<file path="config.mk">
export PLATFORM = sky130hd
export DESIGN_NAME = pipeline_hazard_ctrl_flat
export DESIGN_NICKNAME = d
export VERILOG_FILES = /design/src/rtl/arm_pipe_pkg.sv /design/src/rtl/pipeline_hazard_ctrl_if.sv /design/src/rtl/pipeline_hazard_ctrl_forward_unit.sv /design/src/rtl/pipeline_hazard_ctrl.sv /design/src/flat_wrapper.sv
export SDC_FILE = /design/constraint.sdc
export NUM_CORES = 1
export LEC_CHECK = 0
export CAP_MARGIN = 30
export CORE_MARGIN = 2
export CORE_UTILIZATION = 30
export CTS_CLUSTER_DIAMETER = 30
export DETAILED_ROUTE_END_ITERATION = 12
export HOLD_SLACK_MARGIN = 0.12
export PLACE_DENSITY = 0.68
export SKIP_CTS_REPAIR_TIMING = 1
export SLEW_MARGIN = 20
export SYNTH_ARGS = -nofsm -noshare
export SYNTH_HDL_FRONTEND = slang
export SYNTH_HIERARCHICAL = 1
export SYNTH_SLANG_ARGS = --single-unit
</file>
<file path="constraint.sdc">
create_clock -name clk -period 1.7 [get_ports clk]
set_clock_uncertainty 0.05 [all_clocks]
set_input_delay 0.34 -clock clk [delete_from_list [all_inputs] [get_ports clk]]
set_output_delay 0.34 -clock clk [all_outputs]
set_load 0.005 [all_outputs]
</file>
<file path="src/rtl/arm_pipe_pkg.sv">
// rtl/arm_pipe_pkg.sv - shared types and encodings for the ARM pipeline hazard controller
package arm_pipe_pkg;

  localparam int REG_W_DEF = 4;
  localparam int CNT_W_DEF = 16;

  typedef enum logic [0:0] {
    ST_RUN      = 1'b0,
    ST_MEM_WAIT = 1'b1
  } ctrl_state_e;

  localparam logic [1:0] FWD_REG = 2'd0;
  localparam logic [1:0] FWD_MEM = 2'd1;
  localparam logic [1:0] FWD_WB  = 2'd2;

endpackage

</file>
<file path="src/rtl/pipeline_hazard_ctrl_if.sv">
// rtl/pipeline_hazard_ctrl_if.sv - pipeline stage observation and hazard control bundle
interface pipeline_hazard_ctrl_if
  import arm_pipe_pkg::*;
#(
  parameter int REG_W = REG_W_DEF,
  parameter int CNT_W = CNT_W_DEF
);
  logic [REG_W-1:0] id_src1;
  logic             id_src1_vld;
  logic [REG_W-1:0] id_src2;
  logic             id_src2_vld;
  logic [REG_W-1:0] exe_dest;
  logic             exe_wb_en;
  logic             exe_mem_r_en;
  logic [REG_W-1:0] exe_src1;
  logic [REG_W-1:0] exe_src2;
  logic [REG_W-1:0] mem_dest;
  logic             mem_wb_en;
  logic [REG_W-1:0] wb_dest;
  logic             wb_wb_en;
  logic             branch_taken;
  logic             mem_req;
  logic             sram_ready;
  logic             hazard;
  logic             freeze;
  logic             flush;
  logic [1:0]       fwd_sel_a;
  logic [1:0]       fwd_sel_b;
  logic [CNT_W-1:0] stall_count;

  modport master (
    output id_src1, id_src1_vld, id_src2, id_src2_vld, exe_dest, exe_wb_en, exe_mem_r_en,
           exe_src1, exe_src2, mem_dest, mem_wb_en, wb_dest, wb_wb_en, branch_taken,
           mem_req, sram_ready,
    input  hazard, freeze, flush, fwd_sel_a, fwd_sel_b, stall_count
  );

  modport slave (
    input  id_src1, id_src1_vld, id_src2, id_src2_vld, exe_dest, exe_wb_en, exe_mem_r_en,
           exe_src1, exe_src2, mem_dest, mem_wb_en, wb_dest, wb_wb_en, branch_taken,
           mem_req, sram_ready,
    output hazard, freeze, flush, fwd_sel_a, fwd_sel_b, stall_count
  );
endinterface

</file>
<file path="src/rtl/pipeline_hazard_ctrl_forward_unit.sv">
// rtl/pipeline_hazard_ctrl_forward_unit.sv - EXE operand bypass select, MEM result preferred over WB
module forward_unit
  import arm_pipe_pkg::*;
#(
  parameter int REG_W = REG_W_DEF
) (
  input  logic [REG_W-1:0] exe_src1,
  input  logic [REG_W-1:0] exe_src2,
  input  logic [REG_W-1:0] mem_dest,
  input  logic             mem_wb_en,
  input  logic [REG_W-1:0] wb_dest,
  input  logic             wb_wb_en,
  output logic [1:0]       fwd_sel_a,
  output logic [1:0]       fwd_sel_b
);

  always_comb begin
    fwd_sel_a = FWD_REG;
    fwd_sel_b = FWD_REG;
    if (mem_wb_en && mem_dest == exe_src1)     fwd_sel_a = FWD_MEM;
    else if (wb_wb_en && wb_dest == exe_src1)  fwd_sel_a = FWD_WB;
    if (mem_wb_en && mem_dest == exe_src2)     fwd_sel_b = FWD_MEM;
    else if (wb_wb_en && wb_dest == exe_src2)  fwd_sel_b = FWD_WB;
  end

endmodule

</file>
<file path="src/rtl/pipeline_hazard_ctrl.sv">
// rtl/pipeline_hazard_ctrl.sv - stall/flush/forward controller with SRAM wait FSM and stall counter
// Optional operand bypassing enabled by FORWARDING_EN.
module pipeline_hazard_ctrl
  import arm_pipe_pkg::*;
#(
  parameter int REG_W = REG_W_DEF,
  parameter int CNT_W = CNT_W_DEF
) (
  input  logic                   clk,
  input  logic                   rst,
  pipeline_hazard_ctrl_if.slave  bus
);

  ctrl_state_e      state_q, state_d;
  logic             pending_br_q, pending_br_d;
  logic [CNT_W-1:0] stall_count_q, stall_count_d;

  logic       raw_exe, raw_mem, hz_cand;
  logic       freeze_c, flush_c, hazard_c;
  logic [1:0] fwd_a, fwd_b;
  logic       unused_ok;

  always_comb begin
    raw_exe  = bus.exe_wb_en & ((bus.id_src1_vld & (bus.exe_dest == bus.id_src1)) |
                                (bus.id_src2_vld & (bus.exe_dest == bus.id_src2)));
    raw_mem  = bus.mem_wb_en & ((bus.id_src1_vld & (bus.mem_dest == bus.id_src1)) |
                                (bus.id_src2_vld & (bus.mem_dest == bus.id_src2)));
    freeze_c = bus.mem_req & ~bus.sram_ready;
    // A branch resolved under freeze is replayed as a flush on the first unfrozen cycle.
    flush_c  = ~freeze_c & (bus.branch_taken | pending_br_q);
`ifdef FORWARDING_EN
    hz_cand  = bus.exe_mem_r_en & raw_exe;
`else
    hz_cand  = raw_exe | raw_mem;
`endif
    hazard_c = hz_cand & ~flush_c & ~freeze_c;
  end

  always_comb begin
    state_d       = state_q;
    pending_br_d  = freeze_c ? (pending_br_q | bus.branch_taken) : 1'b0;
    stall_count_d = stall_count_q;
    case (state_q)
      ST_RUN:      if (freeze_c)  state_d = ST_MEM_WAIT;
      ST_MEM_WAIT: if (!freeze_c) state_d = ST_RUN;
      default:                    state_d = ST_RUN;
    endcase
    if ((hazard_c | freeze_c) && (stall_count_q != {CNT_W{1'b1}}))
      stall_count_d = stall_count_q + 1'b1;
  end

  always_ff @(posedge clk or negedge rst) begin
    if (!rst) begin
      state_q       <= ST_RUN;
      pending_br_q  <= 1'b0;
      stall_count_q <= '0;
    end else begin
      state_q       <= state_d;
      pending_br_q  <= pending_br_d;
      stall_count_q <= stall_count_d;
    end
  end

`ifdef FORWARDING_EN
  forward_unit #(.REG_W(REG_W)) u_fwd (
    .exe_src1  (bus.exe_src1),
    .exe_src2  (bus.exe_src2),
    .mem_dest  (bus.mem_dest),
    .mem_wb_en (bus.mem_wb_en),
    .wb_dest   (bus.wb_dest),
    .wb_wb_en  (bus.wb_wb_en),
    .fwd_sel_a (fwd_a),
    .fwd_sel_b (fwd_b)
  );
  assign unused_ok = raw_mem;
`else
  assign fwd_a     = FWD_REG;
  assign fwd_b     = FWD_REG;
  assign unused_ok = ^{bus.exe_mem_r_en, bus.exe_src1, bus.exe_src2, bus.wb_dest, bus.wb_wb_en};
`endif

  // Combinational outputs are gated so everything reads zero while reset is held.
  assign bus.hazard      = hazard_c & rst;
  assign bus.freeze      = freeze_c & rst;
  assign bus.flush       = flush_c & rst;
  assign bus.fwd_sel_a   = rst ? fwd_a : 2'b00;
  assign bus.fwd_sel_b   = rst ? fwd_b : 2'b00;
  assign bus.stall_count = stall_count_q;

endmodule

</file>
<file path="src/flat_wrapper.sv">
// flat-port wrapper written by rule: the top's interface ports become plain ports
module pipeline_hazard_ctrl_flat import arm_pipe_pkg::*;
#(
  parameter int REG_W = REG_W_DEF,
  parameter int CNT_W = CNT_W_DEF
)
  (clk, rst, bus_id_src1, bus_id_src1_vld, bus_id_src2, bus_id_src2_vld, bus_exe_dest, bus_exe_wb_en, bus_exe_mem_r_en, bus_exe_src1, bus_exe_src2, bus_mem_dest, bus_mem_wb_en, bus_wb_dest, bus_wb_wb_en, bus_branch_taken, bus_mem_req, bus_sram_ready, bus_hazard, bus_freeze, bus_flush, bus_fwd_sel_a, bus_fwd_sel_b, bus_stall_count);
  pipeline_hazard_ctrl_if #(.REG_W(REG_W), .CNT_W(CNT_W)) bus_i ();
  input  logic clk;
  input  logic rst;
  input wire logic [$bits(bus_i.id_src1)-1:0] bus_id_src1;
  input wire logic [$bits(bus_i.id_src1_vld)-1:0] bus_id_src1_vld;
  input wire logic [$bits(bus_i.id_src2)-1:0] bus_id_src2;
  input wire logic [$bits(bus_i.id_src2_vld)-1:0] bus_id_src2_vld;
  input wire logic [$bits(bus_i.exe_dest)-1:0] bus_exe_dest;
  input wire logic [$bits(bus_i.exe_wb_en)-1:0] bus_exe_wb_en;
  input wire logic [$bits(bus_i.exe_mem_r_en)-1:0] bus_exe_mem_r_en;
  input wire logic [$bits(bus_i.exe_src1)-1:0] bus_exe_src1;
  input wire logic [$bits(bus_i.exe_src2)-1:0] bus_exe_src2;
  input wire logic [$bits(bus_i.mem_dest)-1:0] bus_mem_dest;
  input wire logic [$bits(bus_i.mem_wb_en)-1:0] bus_mem_wb_en;
  input wire logic [$bits(bus_i.wb_dest)-1:0] bus_wb_dest;
  input wire logic [$bits(bus_i.wb_wb_en)-1:0] bus_wb_wb_en;
  input wire logic [$bits(bus_i.branch_taken)-1:0] bus_branch_taken;
  input wire logic [$bits(bus_i.mem_req)-1:0] bus_mem_req;
  input wire logic [$bits(bus_i.sram_ready)-1:0] bus_sram_ready;
  output wire logic [$bits(bus_i.hazard)-1:0] bus_hazard;
  output wire logic [$bits(bus_i.freeze)-1:0] bus_freeze;
  output wire logic [$bits(bus_i.flush)-1:0] bus_flush;
  output wire logic [$bits(bus_i.fwd_sel_a)-1:0] bus_fwd_sel_a;
  output wire logic [$bits(bus_i.fwd_sel_b)-1:0] bus_fwd_sel_b;
  output wire logic [$bits(bus_i.stall_count)-1:0] bus_stall_count;
  assign bus_i.id_src1 = bus_id_src1;
  assign bus_i.id_src1_vld = bus_id_src1_vld;
  assign bus_i.id_src2 = bus_id_src2;
  assign bus_i.id_src2_vld = bus_id_src2_vld;
  assign bus_i.exe_dest = bus_exe_dest;
  assign bus_i.exe_wb_en = bus_exe_wb_en;
  assign bus_i.exe_mem_r_en = bus_exe_mem_r_en;
  assign bus_i.exe_src1 = bus_exe_src1;
  assign bus_i.exe_src2 = bus_exe_src2;
  assign bus_i.mem_dest = bus_mem_dest;
  assign bus_i.mem_wb_en = bus_mem_wb_en;
  assign bus_i.wb_dest = bus_wb_dest;
  assign bus_i.wb_wb_en = bus_wb_wb_en;
  assign bus_i.branch_taken = bus_branch_taken;
  assign bus_i.mem_req = bus_mem_req;
  assign bus_i.sram_ready = bus_sram_ready;
  assign bus_hazard = bus_i.hazard;
  assign bus_freeze = bus_i.freeze;
  assign bus_flush = bus_i.flush;
  assign bus_fwd_sel_a = bus_i.fwd_sel_a;
  assign bus_fwd_sel_b = bus_i.fwd_sel_b;
  assign bus_stall_count = bus_i.stall_count;
  pipeline_hazard_ctrl #(.REG_W(REG_W), .CNT_W(CNT_W)) u_core (.clk(clk), .rst(rst), .bus(bus_i));
endmodule
</file>
Word level (Yosys, flattened, before mapping)
Index checks and enable logic that the tools add are counted.
Cells by class
  add/subtract/negate cells: 1
  equality and inequality tests: 5
  muxes and demuxes: 1
  bitwise logic cells: 21
  reductions and logical operators: 1
Operator list (number)
  16-bit by 1-bit adder with 16-bit output (second input constant): 1
  4-bit equality test: 4
  16-bit inequality test (second input constant): 1
  1-bit AND: 13
  1-bit OR: 5
  1-bit inverter: 3
  1-bit logical AND: 1
  1-bit 2-to-1 mux: 1
Word-level totals
  flip-flop bits (word level): 17
  output and inout port bits: 23
  logic and storage cells: 31

Longest topological paths before layout
Gate-level depths: netlist of the first run.
  depth in word-level cells: 9
  mapped depth: 8

Worst setup path before layout of the first run
OpenSTA, ideal clock, no wires.
  path type: reg-to-reg
  from: reg u_core.stall_count_q[0], in the netlist u_core/bus.stall_count[0]
  to: reg u_core.stall_count_q[9], in the netlist u_core/bus.stall_count[9]
  setup time: 0.123 ns
  arrival: 1.716 ns
  required time: 1.527 ns
  setup slack: -0.189 ns
  stages on the path, launching flop included: 9
  path buffers: 1
  period minus slack after synthesis: 1.889 ns
  cell sequence: dfrtp_1 ha_1 and3_1 nor2b_1 and3_4 a21oi_4 buf_6 nand4_1 xnor2_1
Between the ends
  longest elaborated chain between the ends: 2
Ends and longest elaborated chain
  from (decl): RTL line pipeline_hazard_ctrl.sv:16  | logic [CNT_W-1:0] stall_count_q, stall_count_d;
  from (signal assigned): RTL line pipeline_hazard_ctrl.sv:60  | stall_count_q <= stall_count_d;
  branches (longest 2 deep; another with 16-bit by 1-bit adder with 16-bit output)
Several ways; the timed one is not identified.
A chain may end at the register's enable or synchronous reset.

Worst setup path after layout of the first run
  from: reg u_core.stall_count_q[0], in the netlist u_core/bus.stall_count[0]
  to: reg u_core.stall_count_q[1], in the netlist u_core/bus.stall_count[1]
The elaborated chain is that of the path after synthesis.

==> results of run 1 <==
-- area by class of cell --
class	instances	area, um2
tap	46	57.6
multi-input combinational	86	920
timing repair buffer	75	663
sequential	17	425
clock buffer	3	22.5
clock inverter	1	5.00
fill	309	1310
inverter	3	11.3
-- layer usage --
metal / up-vias / global-route usage / share of wire
met1: 520 / 0.163 / 0.39
met4: 0 / 0.0559 / 0.018
met2: 43 / 0.260 / 0.53
met3: 5 / 0.0365 / 0.064
met5: - / 0 / 0
li1: 509 / - / -
-- path summary, 6_finish.rpt --
check / depth (start not counted) / slack (ns) / end / startpoint
worst min-delay path: 1 / 0.44 / u_core/bus.stall_count[15] / u_core/bus.stall_count[15]
worst min register to register: 1 / 0.44 / u_core/bus.stall_count[15] / u_core/bus.stall_count[15]
max in group asynchronous: 3 / 0.83 / u_core/bus.stall_count[14] / rst
worst max register to register: 7 / -0.13 / u_core/bus.stall_count[1] / u_core/bus.stall_count[0]
min in group asynchronous: 3 / 0.49 / u_core/pending_br_q / rst
worst max-delay path: 7 / -0.13 / u_core/bus.stall_count[1] / u_core/bus.stall_count[0]
-- registers in the layout, summed over array words and instances (netlist names) --
name and cells:
u_core/bus.stall_count 16, u_core/pending_br_q 1
-- cell families (layout without fill, tap and decap cells) --
| family | count (synthesis) | after routing |
|---|---|---|
| other | 1 | 4 |
| xor gates and xnor gates | 28 | 28 |
| AOI/OAI and AO/OA | 6 | 6 |
| and+or+nand+nor | 44 | 44 |
| buffers and inverters | 8 | 82 |
| muxes | 3 | 3 |
| adders and majority gates | 1 | 1 |
| DFF | 17 | 17 |
-- per-stage QoR --
step	cells	hold slack, ns	power [W]	cell area [um2]	setup slack, ns
after global routing	231	0.481	0.00153	2100	-0.211
after CTS	223	0.307	0.00135	1780	-0.882
after global placement	219	0.438	0.00110	1750	-0.779
final	231	0.441	0.00145	2100	-0.129
after detailed placement	219	0.438	0.00111	1750	-0.870
after floorplan	111	-0.00559	0.000745	1130	-0.0827
-- critical path: cells and delay by family, from the launching register on --
family | cells | cell delay, ns
fa+ha+maj | 1 | 0.20
compound gates | 1 | 0.16
flops | 1 | 0.41
mux | 1 | 0.32
simple gates | 3 | 0.45
buf+inv | 1 | 0.14
-- power by group --
part / total [W] / internal, W / switching (W)
registers: 0.000515 / 0.000474 / 0.0000408
logic: 0.000708 / 0.000417 / 0.000291
clock network: 0.000227 / 0.0000880 / 0.000139
-- cells in the final DEF (no fill, tap or decap), types with 2 or more instances in the layout --
cell type | Yosys | layout
sky130_fd_sc_hd__and3_4 | 1 | 5
sky130_fd_sc_hd__buf_2 | 0 | 2
sky130_fd_sc_hd__buf_4 | 4 | 29
sky130_fd_sc_hd__buf_6 | 1 | 4
sky130_fd_sc_hd__clkbuf_2 | 0 | 12
sky130_fd_sc_hd__clkbuf_4 | 0 | 3
sky130_fd_sc_hd__clkdlybuf4s50_1 | 0 | 8
sky130_fd_sc_hd__conb_1 | 1 | 4
sky130_fd_sc_hd__dfrtp_1 | 17 | 17
sky130_fd_sc_hd__dlymetal6s2s_1 | 0 | 18
sky130_fd_sc_hd__inv_1 | 3 | 3
sky130_fd_sc_hd__mux2_2 | 3 | 2
sky130_fd_sc_hd__nand2_1 | 7 | 3
sky130_fd_sc_hd__nand2_4 | 0 | 3
sky130_fd_sc_hd__nand3_1 | 12 | 4
sky130_fd_sc_hd__nand3_2 | 0 | 7
sky130_fd_sc_hd__nand4_1 | 5 | 5
sky130_fd_sc_hd__nor2_1 | 7 | 6
sky130_fd_sc_hd__nor4_4 | 0 | 4
sky130_fd_sc_hd__o21ai_0 | 2 | 2
sky130_fd_sc_hd__xnor2_1 | 15 | 10
sky130_fd_sc_hd__xnor2_2 | 0 | 4
sky130_fd_sc_hd__xor2_2 | 0 | 12
-- cell usage after synthesis, drive strengths merged (2+ instances only) --
cell,number,area share
xor2,13,0.10
a21oi,2,0.019
mux2,3,0.031
nor4,4,0.046
buf,5,0.038
inv,3,0.010
nand3,12,0.055
nand2,7,0.024
o21ai,2,0.0091
and3,6,0.039
xnor2,15,0.12
dfrtp,17,0.39
nor2,7,0.024
nand4,5,0.029
==> results.txt, run 1 <==
- Result of the run: finished with violations
- The checks that failed: negative setup slack.
- Entering global routing, the biggest net connects 17 pins.
* Actual slew at the worst max-slew pin: 0.585 ns
- The min-delay analysis places its worst path in the category flop to flop.
* Cell at the root of the clock tree: sky130_fd_sc_hd__clkbuf_4
* Crit path required time: 1.86 ns
* Antenna-violating nets left: 0
- Final core utilization: 0.616
* Num ports: 62
- The max-slew violation count came to 0.
- The slowest stage of the critical path is the sky130_fd_sc_hd__dfrtp_1 cell.
- Netlist Area Pre-Place: 1100 um2
* All-layer global routing usage: 0.144
- Clock tree from TritonCTS: built
- Across all layers, the routed design uses 1077 vias.
- Global-route wire length before repair: 4660 um
- Of the total synthesized cell area, the portion taken by XOR and XNOR cells is 0.224.
- The initial utilization of the core area, before any placement, comes to 0.321.
- Proportion of synthesized chip area in sequential cells: 0.388
- The HPWL after detailed placement is 2230 um.
- After synthesis, the largest family of logic cells by area is simple AND/OR/NAND/NOR gates.
* Clock transition at the registers of the reported paths: 0.11 ns
- Yosys mapped a number of flops with a built-in enable equal to 0.
- The via count of the first global-routing pass was 1027.
* Htree depth: 1
- The number of different library cells used by synthesis comes to 24.
* Cell seen most often among critical-path stages: sky130_fd_sc_hd__and3_4
- From left edge to right edge, the die measures 64.4 um.
- Top fanout value on the critical path: 3
- Counting flops with an async set or reset pin after synthesis yields a share of 1.00.
* Worst path max stage delay: 0.41 ns
* Fraction of final layout cells sized beyond drive strength 1: 0.541
* Minimum clock period: 1.83 ns
- Category of the worst setup path capture point: flop
* Clock network latency to the later pin of the worst-skew pair: 0.31 ns
- Pwr dens: 689 nW/um2
- Mean area per synthesized cell: 10.1 um2
- The worst pin sits at a relative slew slack of 0.609.
* RSZ-0062 raised after global routing: true
- Die Span Y: 64.4 um
- Drt first-iter violations: 15
- Share of the clock period used by the worst path: 1.08
* Deepest clock path buffer count: 2
* Post-Syn Instances: 108
* Via density: 4.66
- For this run, the top clock speed supported by timing is 547 MHz.
- Data on the critical path arrives at its endpoint at 1.98 ns.
* Routed WL: 3250 um
- Setup violations remaining at the end of the flow were counted as 12.
- Compound-cell area share of the yosys netlist: 0.0594
- Traced cell by cell, the critical path runs through ha_2 -> and3_4 -> nor2b_4 -> and3_4 -> a21oi_4 -> buf_4 -> mux2_2.
- Startpoint class of the critical path: flop
* Synthesis-to-layout area growth: 92.0%
* First-pass iteration count of the detailed router: 4
- Number of synthesized register bits: 17
- Gp weighted congestion: 0.804
- 0 antenna diodes ended up in the layout.
- During synthesis, Yosys emitted a total of 6 warnings.
* IR drop worst, VDD: 0.000896 V
* Die Area: 4150 um2
- Port Buffer Count: 43
- Number of clock buffers inserted by TritonCTS: 3
- After synthesis, the share of cell area in mux cells is 0.0308.
- The total overflow left after global routing is 0.
- Final setup TNS: -0.846 ns
- Post-synthesis share of cell area spent on and, or, nand and nor gates: 0.235
* Ys flop type: sky130_fd_sc_hd__dfrtp_1
- The region available for standard cell placement spans 3420 um2.
* FP Rows: 21
- Once routing completed, OpenROAD measured the worst setup slack at -0.129 ns.
- For this design, the sink count on the clock tree is 17.
- The tool flagged a number of max-cap violations equal to 0.
- Setup CP Type: flop to flop
* Hold violation total from the final report: 0
* Detailed-route wire length per cell: 14.0 um
- For this run, design rule violations remaining after detail routing come to 0.
- The net count of the finished layout is 226.
* Initial antenna violation count: 0
* Static Leakage: 1.15 nW
* Adder and majority gate portion of the synthesized area: 0.0114
Power figures use the tool's default switching activity.
==> inputs of run 2 (changes only) <==
--- a/config.mk
+++ b/config.mk
@@ -12,6 +12,7 @@
 export DETAILED_ROUTE_END_ITERATION = 12
 export HOLD_SLACK_MARGIN = 0.12
 export PLACE_DENSITY = 0.68
+export RECOVER_POWER = 25
 export SKIP_CTS_REPAIR_TIMING = 1
 export SLEW_MARGIN = 20
 export SYNTH_ARGS = -nofsm -noshare
==> run 2 against run 1 <==
The run still ends with negative setup slack left. Fmax hardly changed. Hold slack stayed put. Global-route usage stayed put. Critical path depth stayed put. Combinational power hardly changed. Clock power hardly changed. Register-to-register slack hardly changed. First-iteration DRC count is 6.7% lower. Wire length is 0.28% higher. Non-clock buffer count stayed put. Sequential power hardly changed. Critical path type unchanged. Critical endpoint unchanged. Largest cell class unchanged. Largest power group unchanged.
==> results.txt, run 2 (synthesis gave the netlist of run 1 again) <==
- Across every metal layer, demand over resource in global routing totals 0.144.
- The first TritonRoute pass finished after 4 iterations.
* Number of non-filler instances in the completed layout: 231
* Gp weighted congestion: 0.804
- Synthesis-to-layout area growth: 91.6%
* Share of the clock period used by the worst path: 1.08
* Final-stage net count: 226
* Routed WL: 3250 um
- The tool flagged a number of max-cap violations equal to 0.
* Core ar.: 3420 um2
- The hold violation count in the final report was 0.
- Worst slew margin: 0.608
- Via density: 4.66
* Deepest clock path buffer count: 2
* Worst path max stage delay: 0.41 ns
- Cell at the slowest stage of the critical path: sky130_fd_sc_hd__dfrtp_1
- Commonest non-fill, non-tap cell in the layout: sky130_fd_sc_hd__buf_4
* Detailed-route wire length per cell: 14.1 um
* Category of the worst setup path capture point: flop
- Global-route wire length before repair: 4660 um
- In this run the count of I/O pins placed on the die edge is 62.
- The number of antenna diodes in the final layout is 0.
- The number of antenna violations at the first check in global routing came to 0.
- FP Rows: 21
- Based on the critical path, the design can be clocked at up to 547 MHz.
* Tot Pwr: 0.00145 W
- Cell at the root of the clock tree: sky130_fd_sc_hd__clkbuf_4
- Cell seen most often among critical-path stages: sky130_fd_sc_hd__and3_4
- Setup violations remaining at the end of the flow were counted as 11.
- Counting I/O delays and the setup requirement, the final critical path takes 1.83 ns.
- Die Area: 4150 um2
- The worst-case IR drop observed on VDD is 0.000897 V.
- The routed layout has 1076 vias.
- The worst setup path is launched from a flop.
- Top fanout value on the critical path: 3
- Worst hold-check slack: 0.441 ns
* RSZ-0062 raised after global routing: true
- The final reports fail on negative setup slack.
- Max reg flops: 16
- The first routing iteration left 14 violations.
* Post-placement cell count: 219
- Actual slew at the worst max-slew pin: 0.586 ns
- The critical path goes through ha_2 -> and3_4 -> nor2b_4 -> and3_4 -> a21oi_4 -> buf_4 -> mux2_2.
* Htree depth: 1
- Half-perimeter wire length after detailed placement: 2230 um
- Remaining Overflow, GRT: 0
- The run finished, with violations left.
- The critical path is of the flop to flop type.
- At the worst endpoint, the required time is 1.85 ns.
- Worst setup timing slack at the placement stage: -0.870 ns
* Final core utilization: 0.615
- In this run the horizontal extent of the chip is 64.4 um.
* Clock transition at the registers of the reported paths: 0.11 ns
- Largest net degree at the start of global routing: 17
- Pwr dens: 691 nW/um2
* Arrival time of data at the critical path endpoint: 1.98 ns
* Number of global-route vias before repair: 1027
* Die Span Y: 64.4 um
- Count of fill cells added during filler insertion: 311
* Clock network latency to the later pin of the worst-skew pair: 0.31 ns
* Number of pins exceeding their max-slew limit in the final report: 0
- The initial utilization of the core area, before any placement, comes to 0.321.
- TritonCTS built the clock tree.
- Once routing completed, OpenROAD measured the worst setup slack at -0.128 ns.
- In this run, CTS created clock tree buffers numbering 3.
- Fraction of final layout cells sized beyond drive strength 1: 0.541
- Clk sinks: 17
* Static Leakage: 1.14 nW
- Input and output buffers added on the ports amount to 43.
- Antenna-violating nets left: 0
* Worst min path class: flop to flop
- Commonest cells after routing, fill and taps aside: sky130_fd_sc_hd__buf_4, sky130_fd_sc_hd__dlymetal6s2s_1, sky130_fd_sc_hd__dfrtp_1
* Number of DRC violations after detailed routing: 0
[run 2: cell count changes in the layout (fill, tap and decap cells not counted)]
cell                              previous run  this run
sky130_fd_sc_hd__buf_4                      29        28
sky130_fd_sc_hd__clkbuf_2                   12        13
sky130_fd_sc_hd__dlymetal6s2s_1             18        17
sky130_fd_sc_hd__clkdlybuf4s25_1             0         1
[run 2: final cells by class]
cell class / count / area, um2 / area share
clock inverter: 1 / 5.00 / 0.00238
inverter: 3 / 11.3 / 0.00536
multi-input combinational: 86 / 920 / 0.438
sequential: 17 / 425 / 0.203
clock buffer: 3 / 22.5 / 0.0107
tap: 46 / 57.6 / 0.0274
timing repair buffer: 75 / 658 / 0.313
[run 2: stage by stage]
stage	instance area (um2)	TNS [ns]
final	2100	-0.829
after CTS	1780	-7.73
after floorplan	1130	-0.520
after global routing	2100	-1.80
after detailed placement	1750	-12.80
after global placement	1750	-11.57
[run 2: layer usage]
layer / track usage / wire [um] / part of all wire / vias up
met5: 0 / 0 / 0 / -
met4: 0.0559 / 59 / 0.018 / 0
met3: 0.0365 / 223 / 0.069 / 5
met2: 0.260 / 1720 / 0.53 / 45
met1: 0.163 / 1250 / 0.38 / 518
li1: - / - / - / 508
[run 2: final timing paths]
check | start | end | slack [ns] | depth (start not counted)
worst max-delay path | u_core/bus.stall_count[0] | u_core/bus.stall_count[1] | -0.13 | 7
worst min-delay path | u_core/bus.stall_count[15] | u_core/bus.stall_count[15] | 0.44 | 1
worst max register to register | u_core/bus.stall_count[0] | u_core/bus.stall_count[1] | -0.13 | 7
worst min register to register | u_core/bus.stall_count[15] | u_core/bus.stall_count[15] | 0.44 | 1
max in group asynchronous | rst | u_core/bus.stall_count[14] | 0.52 | 3
min in group asynchronous | rst | u_core/pending_br_q | 0.63 | 3
[run 2: report_power, final]
group,total [W],internal (W),switching [W]
sequential,0.000515,0.000474,0.0000413
clock,0.000227,0.0000880,0.000139
combinational,0.000708,0.000416,0.000291
[run 2: critical path, delay by kind of cell (launching register included)]
family,cells,cell delay (ns)
buffers and inverters,1,0.14
flip-flops,1,0.41
adder cells (fa/ha/maj),1,0.20
AND/OR/NAND/NOR,3,0.45
AO/OA/AOI/OAI,1,0.16
multiplexers,1,0.32
==> inputs of run 3 (changes only) <==
--- a/config.mk
+++ b/config.mk
@@ -14,7 +14,7 @@
 export PLACE_DENSITY = 0.68
 export RECOVER_POWER = 25
 export SKIP_CTS_REPAIR_TIMING = 1
-export SLEW_MARGIN = 20
+export SLEW_MARGIN = 30
 export SYNTH_ARGS = -nofsm -noshare
 export SYNTH_HDL_FRONTEND = slang
 export SYNTH_HIERARCHICAL = 1
==> results of run 3 <==
Same layout as run 2: the final DEF is identical, and so are final timing and power.
